[src/rtl/uart_recv.sv]
// uart_recv: 8N1 serial receiver with a 4-entry receive FIFO and a
// memory-mapped status/data read port (1-cycle registered read latency).
module uart_recv #(
  parameter int          CLK_FREQ  = 50000000,
  parameter int          BAUD      = 115200,
  parameter logic [31:0] STAT_ADDR = 32'h30000010,
  parameter logic [31:0] DATA_ADDR = 32'h30000014
) (
  input  logic        clk,
  input  logic        rst,
  input  logic        rx_pin,
  input  logic        ex_mem_req_i,
  input  logic        ex_mem_we_i,
  input  logic [31:0] ex_mem_raddr_i,
  output logic [31:0] rd_data_o,
  output logic        rx_valid_o,
  output logic        busy_o
);

  localparam int BAUD_DIV = CLK_FREQ / BAUD;
  localparam int HALF_DIV = BAUD_DIV / 2;
  localparam int CNT_W    = $clog2(BAUD_DIV + 1);

  localparam logic [CNT_W-1:0] FULL_LAST = CNT_W'(BAUD_DIV - 1);
  localparam logic [CNT_W-1:0] HALF_LAST = CNT_W'(HALF_DIV - 1);

  typedef enum logic [1:0] {
    IDLE,
    START,
    DATA,
    STOP
  } state_t;

  // ---------------------------------------------------------------------
  // Receive path state
  // ---------------------------------------------------------------------
  logic             rx_s1, rx_s2;
  logic             rx_sync;
  state_t           state_q, state_nxt;
  logic [CNT_W-1:0] cnt_q, cnt_nxt;
  logic [2:0]       idx_q, idx_nxt;
  logic [7:0]       shift_q, shift_nxt;
  logic             push;
  logic             frame_set;

  // ---------------------------------------------------------------------
  // FIFO and bus state
  // ---------------------------------------------------------------------
  logic [7:0]       mem [4];
  logic [1:0]       wptr_q, rptr_q;
  logic [2:0]       count_q;
  logic             frame_err_q, overrun_q;
  logic             rd_en, data_rd, stat_rd;
  logic             pop, push_ok, ovr_set;
  logic             fifo_full, fifo_nonempty;

  assign rx_sync = rx_s2;

  // Two-flop synchronizer on the asynchronous serial line; resets to idle-high.
  always_ff @(posedge clk) begin
    // NOTE: sequential state uses non-blocking (<=) so every flop samples
    // pre-edge values; blocking here would chain rx_s1 straight into rx_s2.
    if (rst) begin
      rx_s1 <= 1'b1;
      rx_s2 <= 1'b1;
    end else begin
      rx_s1 <= rx_pin;
      rx_s2 <= rx_s1;
    end
  end

  // Receive FSM, baud counter, bit index and shift register.
  always_ff @(posedge clk) begin
    if (rst) begin
      state_q <= IDLE;
      cnt_q   <= '0;
      idx_q   <= '0;
      shift_q <= '0;
    end else begin
      state_q <= state_nxt;
      cnt_q   <= cnt_nxt;
      idx_q   <= idx_nxt;
      shift_q <= shift_nxt;
    end
  end

  // Next-state logic: mid-bit sampling, start-glitch rejection, stop check.
  always_comb begin
    // NOTE: every output of this block gets a default first, so no path
    // leaves a variable unassigned and no latch is inferred.
    state_nxt = state_q;
    cnt_nxt   = cnt_q;
    idx_nxt   = idx_q;
    shift_nxt = shift_q;
    push      = 1'b0;
    frame_set = 1'b0;

    unique case (state_q)
      IDLE: begin
        if (!rx_sync) begin
          state_nxt = START;
          cnt_nxt   = '0;
        end
      end
      START: begin
        if (cnt_q == HALF_LAST) begin
          cnt_nxt = '0;
          if (!rx_sync) begin
            state_nxt = DATA;
            idx_nxt   = '0;
          end else begin
            // Line went back high before mid-start: treat as noise.
            state_nxt = IDLE;
          end
        end else begin
          cnt_nxt = cnt_q + 1'b1;
        end
      end
      DATA: begin
        if (cnt_q == FULL_LAST) begin
          cnt_nxt          = '0;
          shift_nxt[idx_q] = rx_sync;
          if (idx_q == 3'd7) begin
            state_nxt = STOP;
          end else begin
            idx_nxt = idx_q + 1'b1;
          end
        end else begin
          cnt_nxt = cnt_q + 1'b1;
        end
      end
      STOP: begin
        if (cnt_q == FULL_LAST) begin
          cnt_nxt   = '0;
          state_nxt = IDLE;
          if (rx_sync) begin
            push = 1'b1;
          end else begin
            frame_set = 1'b1;
          end
        end else begin
          cnt_nxt = cnt_q + 1'b1;
        end
      end
      default: begin
        state_nxt = IDLE;
      end
    endcase
  end

  // Bus decode and FIFO push/pop qualification.
  always_comb begin
    rd_en         = ex_mem_req_i && !ex_mem_we_i;
    data_rd       = rd_en && (ex_mem_raddr_i == DATA_ADDR);
    stat_rd       = rd_en && (ex_mem_raddr_i == STAT_ADDR);
    fifo_full     = (count_q == 3'd4);
    fifo_nonempty = (count_q != 3'd0);
    pop           = data_rd && fifo_nonempty;
    // A pop on the same edge frees a slot, so a push into a full FIFO still lands.
    push_ok       = push && (!fifo_full || pop);
    ovr_set       = push && fifo_full && !pop;
  end

  // FIFO storage: data only, no reset needed.
  always_ff @(posedge clk) begin
    // NOTE: the storage array is deliberately not reset; count_q gates every
    // read of it, so stale contents are never observable.
    if (push_ok) begin
      mem[wptr_q] <= shift_q;
    end
  end

  // FIFO pointers, occupancy count and sticky error bits.
  always_ff @(posedge clk) begin
    if (rst) begin
      wptr_q      <= '0;
      rptr_q      <= '0;
      count_q     <= '0;
      frame_err_q <= 1'b0;
      overrun_q   <= 1'b0;
    end else begin
      if (push_ok) wptr_q <= wptr_q + 1'b1;
      if (pop)     rptr_q <= rptr_q + 1'b1;
      unique case ({push_ok, pop})
        2'b10:   count_q <= count_q + 1'b1;
        2'b01:   count_q <= count_q - 1'b1;
        default: count_q <= count_q;
      endcase
      // A new error event on the clearing edge must survive to the next read.
      frame_err_q <= frame_set | (frame_err_q & ~stat_rd);
      overrun_q   <= ovr_set   | (overrun_q   & ~stat_rd);
    end
  end

  // Registered read data; holds its value between reads.
  always_ff @(posedge clk) begin
    if (rst) begin
      rd_data_o <= '0;
    end else if (rd_en) begin
      if (data_rd) begin
        rd_data_o <= fifo_nonempty ? {24'h0, mem[rptr_q]} : 32'h0;
      end else if (stat_rd) begin
        rd_data_o <= {26'h0, count_q, frame_err_q, overrun_q, fifo_nonempty};
      end else begin
        rd_data_o <= 32'h0;
      end
    end
  end

  assign rx_valid_o = fifo_nonempty;
  assign busy_o     = (state_q != IDLE);

endmodule

[config.mk]
export PLATFORM = sky130hd
export DESIGN_NAME = uart_recv
export DESIGN_NICKNAME = d
export VERILOG_FILES = /design/src/rtl/uart_recv.sv
export SDC_FILE = /design/constraint.sdc
export NUM_CORES = 1
export LEC_CHECK = 0
export BUFFER_PORTS_ARGS = -buffer_cell sky130_fd_sc_hd__clkbuf_2
export CORE_MARGIN = 3
export CORE_UTILIZATION = 40
export DETAILED_ROUTE_END_ITERATION = 6
export GPL_TIMING_DRIVEN = 0
export HOLD_SLACK_MARGIN = 0.15
export PLACE_DENSITY_LB_ADDON = 0.08
export SLEW_MARGIN = 20
export SYNTH_ARGS = -nofsm -noshare
export SYNTH_HDL_FRONTEND = slang
export SYNTH_SLANG_ARGS = --single-unit
[constraint.sdc]
create_clock -name clk -period 9.5 [get_ports clk]
set_input_delay 2.375 -clock clk [delete_from_list [all_inputs] [get_ports clk]]
set_output_delay 2.375 -clock clk [all_outputs]
set_load 0.02 [all_outputs]
After elaboration in Yosys (flattened, before gate mapping)
Memories as Yosys holds them, arrays and structs flattened. A register that Yosys moved wholly into a read port is not among the register bits.
Cells that the tools add are included.
{ "totals": {"in_bits": 37, "ram_bits": 32, "reg_bits": 65, "out_inout_bits": 34, "n_memories": 1} }
{ "memory_table": {"columns": ["name", "words", "width", "read_ports", "rd_clocked_by_memory_dff", "wr", "line_no", "source"], "rows": [
  ["mem", 4, 8, 1, 1, 1, "49", "logic [7:0] mem [4];"]
]} }
{ "classes": {"n_reduce_logical": 21, "n_eq_ne": 18, "magnitude_cmp": 2, "n_bitwise": 5, "n_mux": 33, "add_sub_neg": 6} }
{ "op_table": {"columns": ["op", "count"], "rows": [
  ["== test 32 x 30 -> 1 bit (second input constant)", 2],
  ["two-way mux 9 bit", 3],
  ["case mux 9 bit (3 select lines)", 1],
  ["two-way mux 2 bit", 8],
  ["two-way mux 8 bit", 2],
  ["inequality test 2 bit (second input constant)", 7],
  ["two-way mux 3 bit", 4],
  ["case mux 3 bit (2 select lines)", 2],
  ["AND reduction 5 bit", 2],
  ["adder 9 x 1 -> 9 bit (second input constant)", 1],
  ["== test 9 x 8 -> 1 bit (second input constant)", 1],
  ["== test 9 bit (second input constant)", 1],
  ["two-way mux 1 bit", 9],
  ["bitwise mux 8 bit", 1],
  ["logical AND 1 bit", 8],
  ["case mux 2 bit (4 select lines)", 1],
  ["adder 3 x 1 -> 3 bit (second input constant)", 2],
  ["== test 2 bit (second input constant)", 3],
  ["== test 3 bit (second input constant)", 2],
  ["two-way mux 6 bit", 1],
  ["nonzero test 2 bit", 3],
  ["adder 2 x 1 -> 2 bit (second input constant)", 2],
  ["== test 2 x 1 -> 1 bit (second input constant)", 2],
  ["< comparator 3 x 4 -> 1 bit (second input constant)", 1],
  ["other kinds (12)", 16]
]} }

Longest topological paths before layout
{ "depth": {"depth_word": 8, "mapped_depth": 12} }

Least setup slack after synthesis
OpenSTA, ideal clock, no wires.
{ "synth_path": {"path_type": "input -> register", "start": "in ex_mem_raddr_i[17]", "end": "reg count_q[2]", "required_time_ps": 9421, "n_path_buf": 2, "path_slack_ps": 4060, "stages": 9, "setup_ps": 79, "t_arrival_ps": 5361, "path_cell_list": "or4_4 > or4_4 > buf_6 > nor4_4 > buf_2 > nand2_1 > fa_1 > or4b_2 > o211ai_1"} }
{ "synth_via": {"elab_chain_len": 7, "word_cells_on_any_way": 9} }
{ "synth_rtl": {"columns": ["element", "line_no", "source"], "rows": [
  ["start, declared", "14", "input logic [31:0] ex_mem_raddr_i,"],
  ["== test 32 x 30 -> 1 bit *", "154", "data_rd = rd_en && (ex_mem_raddr_i == DATA_ADDR);"],
  ["logical AND 1 bit *", "154", null],
  ["logical AND 1 bit *", "158", "pop = data_rd && fifo_nonempty;"],
  ["logical OR 1 bit", "160", "push_ok = push && (!fifo_full || pop);"],
  ["logical AND 1 bit", "160", null],
  ["== test 2 x 1 -> 1 bit or == test 2 bit (tied branches)", "184", "unique case ({push_ok, pop})"],
  ["case mux 3 bit (2 select lines) or nonzero test 2 bit (tied branches)", null, null],
  ["end signal, assigned", "185", "2'b10: count_q <= count_q + 1'b1;"],
  ["end signal, assigned", "186", "2'b01: count_q <= count_q - 1'b1;"],
  ["end signal, assigned", "187", "default: count_q <= count_q;"],
  ["end, declared", "51", "logic [2:0] count_q;"]
]} }
Mark *: on every way between the ends. The rest lies on a longest branch, timed or not.
A chain may end at the register's enable or synchronous reset.

Worst setup path in the final report
Ends and elaborated chain as after synthesis.

==> metrics.txt <==
proportion of layout cells with a drive suffix above 1 25.8%; sum of negative setup slack 0 ps; number of setup violations in the final report 0; end point of the most critical hold path rx_s2; minimum setup slack among reg-to-reg paths 6460 ps; area grow syn2layout 18.7%; Crit. End Element flop; slew at the pin closest to its max-slew limit 933 ps; Port Buf Inserts 46; number of buffers inserted by hold repair at cts 0; most used cell, CP sky130_fd_sc_hd__or4_4; clock net sink count 75; largest area contributor in the synthesized netlist sky130_fd_sc_hd__edfxtp_1; RSZ-0062 raised after global routing false; slowest stage delay, CP 680 ps; total vias in the final route 2,682; Reg clk slew, reported paths 90 ps; nature of the critical path startpoint input pin; DP Worst Slack 3660 ps; via count of the first global-routing pass 2,537; Tcrit/Tclk final 57.7%; Final Hold Fails 0; path category of the worst min-delay check flop to flop; Detailed Place HPWL 5650 um; TritonCTS clock tree yes; count of nets left with antenna violations after detail routing 0; Post-Syn Area 0.00365 sq mm; leading register cell type out of synthesis sky130_fd_sc_hd__dfxtp_1; number of stages on the worst hold path 1; insertion delay to the later sink of the worst-skew pair 360 ps; number of different library cells in the post-synthesis netlist 55; Max Transition Viols Final 0; Final GP Congestion 0.814; worst min-delay path startpoint rx_s1; Seq/Total Area, Yosys 49.9%; startpoint of the worst register-to-register path cnt_q[0]; minimum period implied by the final worst setup slack 5480 ps; diode count 0; number of warnings reported in the yosys synthesis log 0; nets@finish 468; buffers inserted during post-CTS setup optimization 0; leading post-synthesis cells by cell area sky130_fd_sc_hd__edfxtp_1 (26%), sky130_fd_sc_hd__dfxtp_1 (24%), sky130_fd_sc_hd__buf_4 (4.9%), sky130_fd_sc_hd__mux4_2 (4.9%), sky130_fd_sc_hd__nor2_1 (3.6%); peak supply drop 0.123 mV; average detailed-routed wire length per instance 14.2 um; critical path required time 9790 ps; mean number of vias per cell 5.02; highest fanout seen on the critical path 10; leakage power of the design 1.64 nW; width of the die 102 um; most frequent standard cell in the layout excluding fill and tap cells sky130_fd_sc_hd__clkbuf_2; global route total overflow 0; maximum count of clock buffers along a single path 2; relative slew slack 37.3%; first-pass detailed-route iteration total 4; count of maximum capacitance violations 0; final WL 7600 um; type of the worst setup path input pin to flop; Clock Tree Root sky130_fd_sc_hd__clkbuf_8; Achievable Freq 0.183 GHz; largest clock skew in the final design 13.5 ps; run status completed; core area 0.00881 sq mm; pin count of the biggest net entering global routing 16; ys async rst share 0%; family with the most delay on the worst path simple AND/OR/NAND/NOR gates; CTS buffer count 9; cell type of the slowest stage on the worst timing path sky130_fd_sc_hd__or4b_2; buffering stage count on the worst path with inverters included 3; average footprint of a synthesized cell 10.7 sq um; Vert. Die Dim 102 um; H-tree Lvls 3; commonest cells after routing, fill and taps aside sky130_fd_sc_hd__clkbuf_2 (46), sky130_fd_sc_hd__dfxtp_1 (43), sky130_fd_sc_hd__nor2_1 (35), sky130_fd_sc_hd__edfxtp_1 (32); reg2reg end mem[0][5]; critical path cell sequence clkbuf_2 -> or4_4 -> or4_4 -> buf_6 -> nor4_4 -> buf_2 -> nand2_1 -> fa_1 -> or4b_2 -> o211ai_1; post-route DRC violation count 0; final worst slack 4020 ps; Yosys top cell area share 26.3%; first-pass GRT wire length 12,700 um; cell count after synthesis 341; total track usage 16.1%; critical path data arrival time 5760 ps; count of cells resized by post-cts repair 0; post-synthesis register bit count 75; initial core utilization 41.4%; number of antenna violations at the first check in global routing 0; num ports 71; power per standard cell area 160 mW/mm^2; die area 0.0103 sq mm; number of enable flip-flop cells after synthesis 32; Worst Reg2Reg Path Length in Cells 8; iteration-0 DRC count of the detailed router 114; Rows 34
layout make-up:
cell class                 instances  area (sq um)
fill                             843          4480
sequential                        75          1820
multi-input combinational        238          1620
buffer                            40           249
timing repair buffer              46           230
tap                              108           135
clock buffer                       9           124
clock inverter                     7           106
inverter                          11          41.3
worst max-delay path by stage:
stage                      end  slack [ps]          startpoint  depth (start not counted)
finish              count_q[2]        4020  ex_mem_raddr_i[17]                         10
global route        count_q[2]        3910  ex_mem_raddr_i[17]                         10
CTS                 count_q[2]        4040  ex_mem_raddr_i[17]                         10
detailed placement  count_q[2]        3660  ex_mem_raddr_i[17]                         10
global placement    count_q[2]        3690  ex_mem_raddr_i[17]                         10
floorplan           count_q[2]        4060  ex_mem_raddr_i[17]                          9
where the power goes:
group	switching, mW	internal [mW]	leakage, nW
clock network	0.131	0.153	0.117
registers	0.00569	0.336	0.643
logic	0.0395	0.0281	0.881
state kept, by name, indices dropped and copies added, names as in the netlist, named ones only:
signal	flops
cnt_q	9
count_q	3
frame_err_q	1
idx_q	3
mem	32
overrun_q	1
rd_data_o	8
rptr_q	2
rx_s1	1
rx_s2	1
shift_q	8
state_q	1
wptr_q	2
metrics by stage:
| stage | instances | total power [mW] | hold slack [ps] | util (%) | instance area [sq um] |
|---|---|---|---|---|---|
| after floorplan | 364 | 0.397 | 389 | - | 3730 |
| after global placement | 518 | 0.417 | 405 | 46.6 | 4100 |
| after detailed placement | 518 | 0.417 | 406 | 46.6 | 4100 |
| after CTS | 534 | 0.703 | 433 | 49.2 | 4330 |
| after global routing | 534 | 0.723 | 448 | 49.2 | 4330 |
| final | 534 | 0.694 | 426 | 49.2 | 4330 |
cell usage after synthesis (3+ instances only):
library cell / instances
sky130_fd_sc_hd__xnor2_1: 6
sky130_fd_sc_hd__inv_1: 11
sky130_fd_sc_hd__nor3_1: 5
sky130_fd_sc_hd__buf_4: 24
sky130_fd_sc_hd__o21ai_0: 9
sky130_fd_sc_hd__nand4_1: 8
sky130_fd_sc_hd__xor2_1: 3
sky130_fd_sc_hd__ha_1: 9
sky130_fd_sc_hd__or3_1: 5
sky130_fd_sc_hd__nor2_1: 35
sky130_fd_sc_hd__o211ai_1: 3
sky130_fd_sc_hd__dfxtp_1: 43
sky130_fd_sc_hd__nand3b_1: 3
sky130_fd_sc_hd__nand3_1: 9
sky130_fd_sc_hd__a21oi_1: 18
sky130_fd_sc_hd__nand2_1: 23
sky130_fd_sc_hd__a22oi_1: 8
sky130_fd_sc_hd__nand2b_1: 6
sky130_fd_sc_hd__nor4b_1: 3
sky130_fd_sc_hd__nor4_1: 5
sky130_fd_sc_hd__clkbuf_1: 14
sky130_fd_sc_hd__mux4_2: 8
sky130_fd_sc_hd__or2_2: 3
sky130_fd_sc_hd__edfxtp_1: 32
sky130_fd_sc_hd__mux2i_1: 8
sky130_fd_sc_hd__or4_4: 3
sky130_fd_sc_hd__and2_1: 5
layer usage:
layer / vias to the layer above / GRT usage [%] / share of wire, %
met5: - / 0 / 0
met4: 0 / 4.29 / 1.2
met3: 8 / 5.30 / 4.8
met2: 62 / 26.8 / 49
met1: 1253 / 20.1 / 45
li1: 1359 / - / -
logic make-up after synthesis:
family / Yosys count / share of synthesized area [%]
other: 1 / 0.103
adders and majority gates: 10 / 3.64
AOI/OAI and AO/OA: 50 / 8.71
and+or+nand+nor: 128 / 20.1
buffers and inverters: 51 / 7.96
muxes: 17 / 7.44
xor gates and xnor gates: 9 / 2.16
DFF: 75 / 49.9
Power figures use the tool's default switching activity.
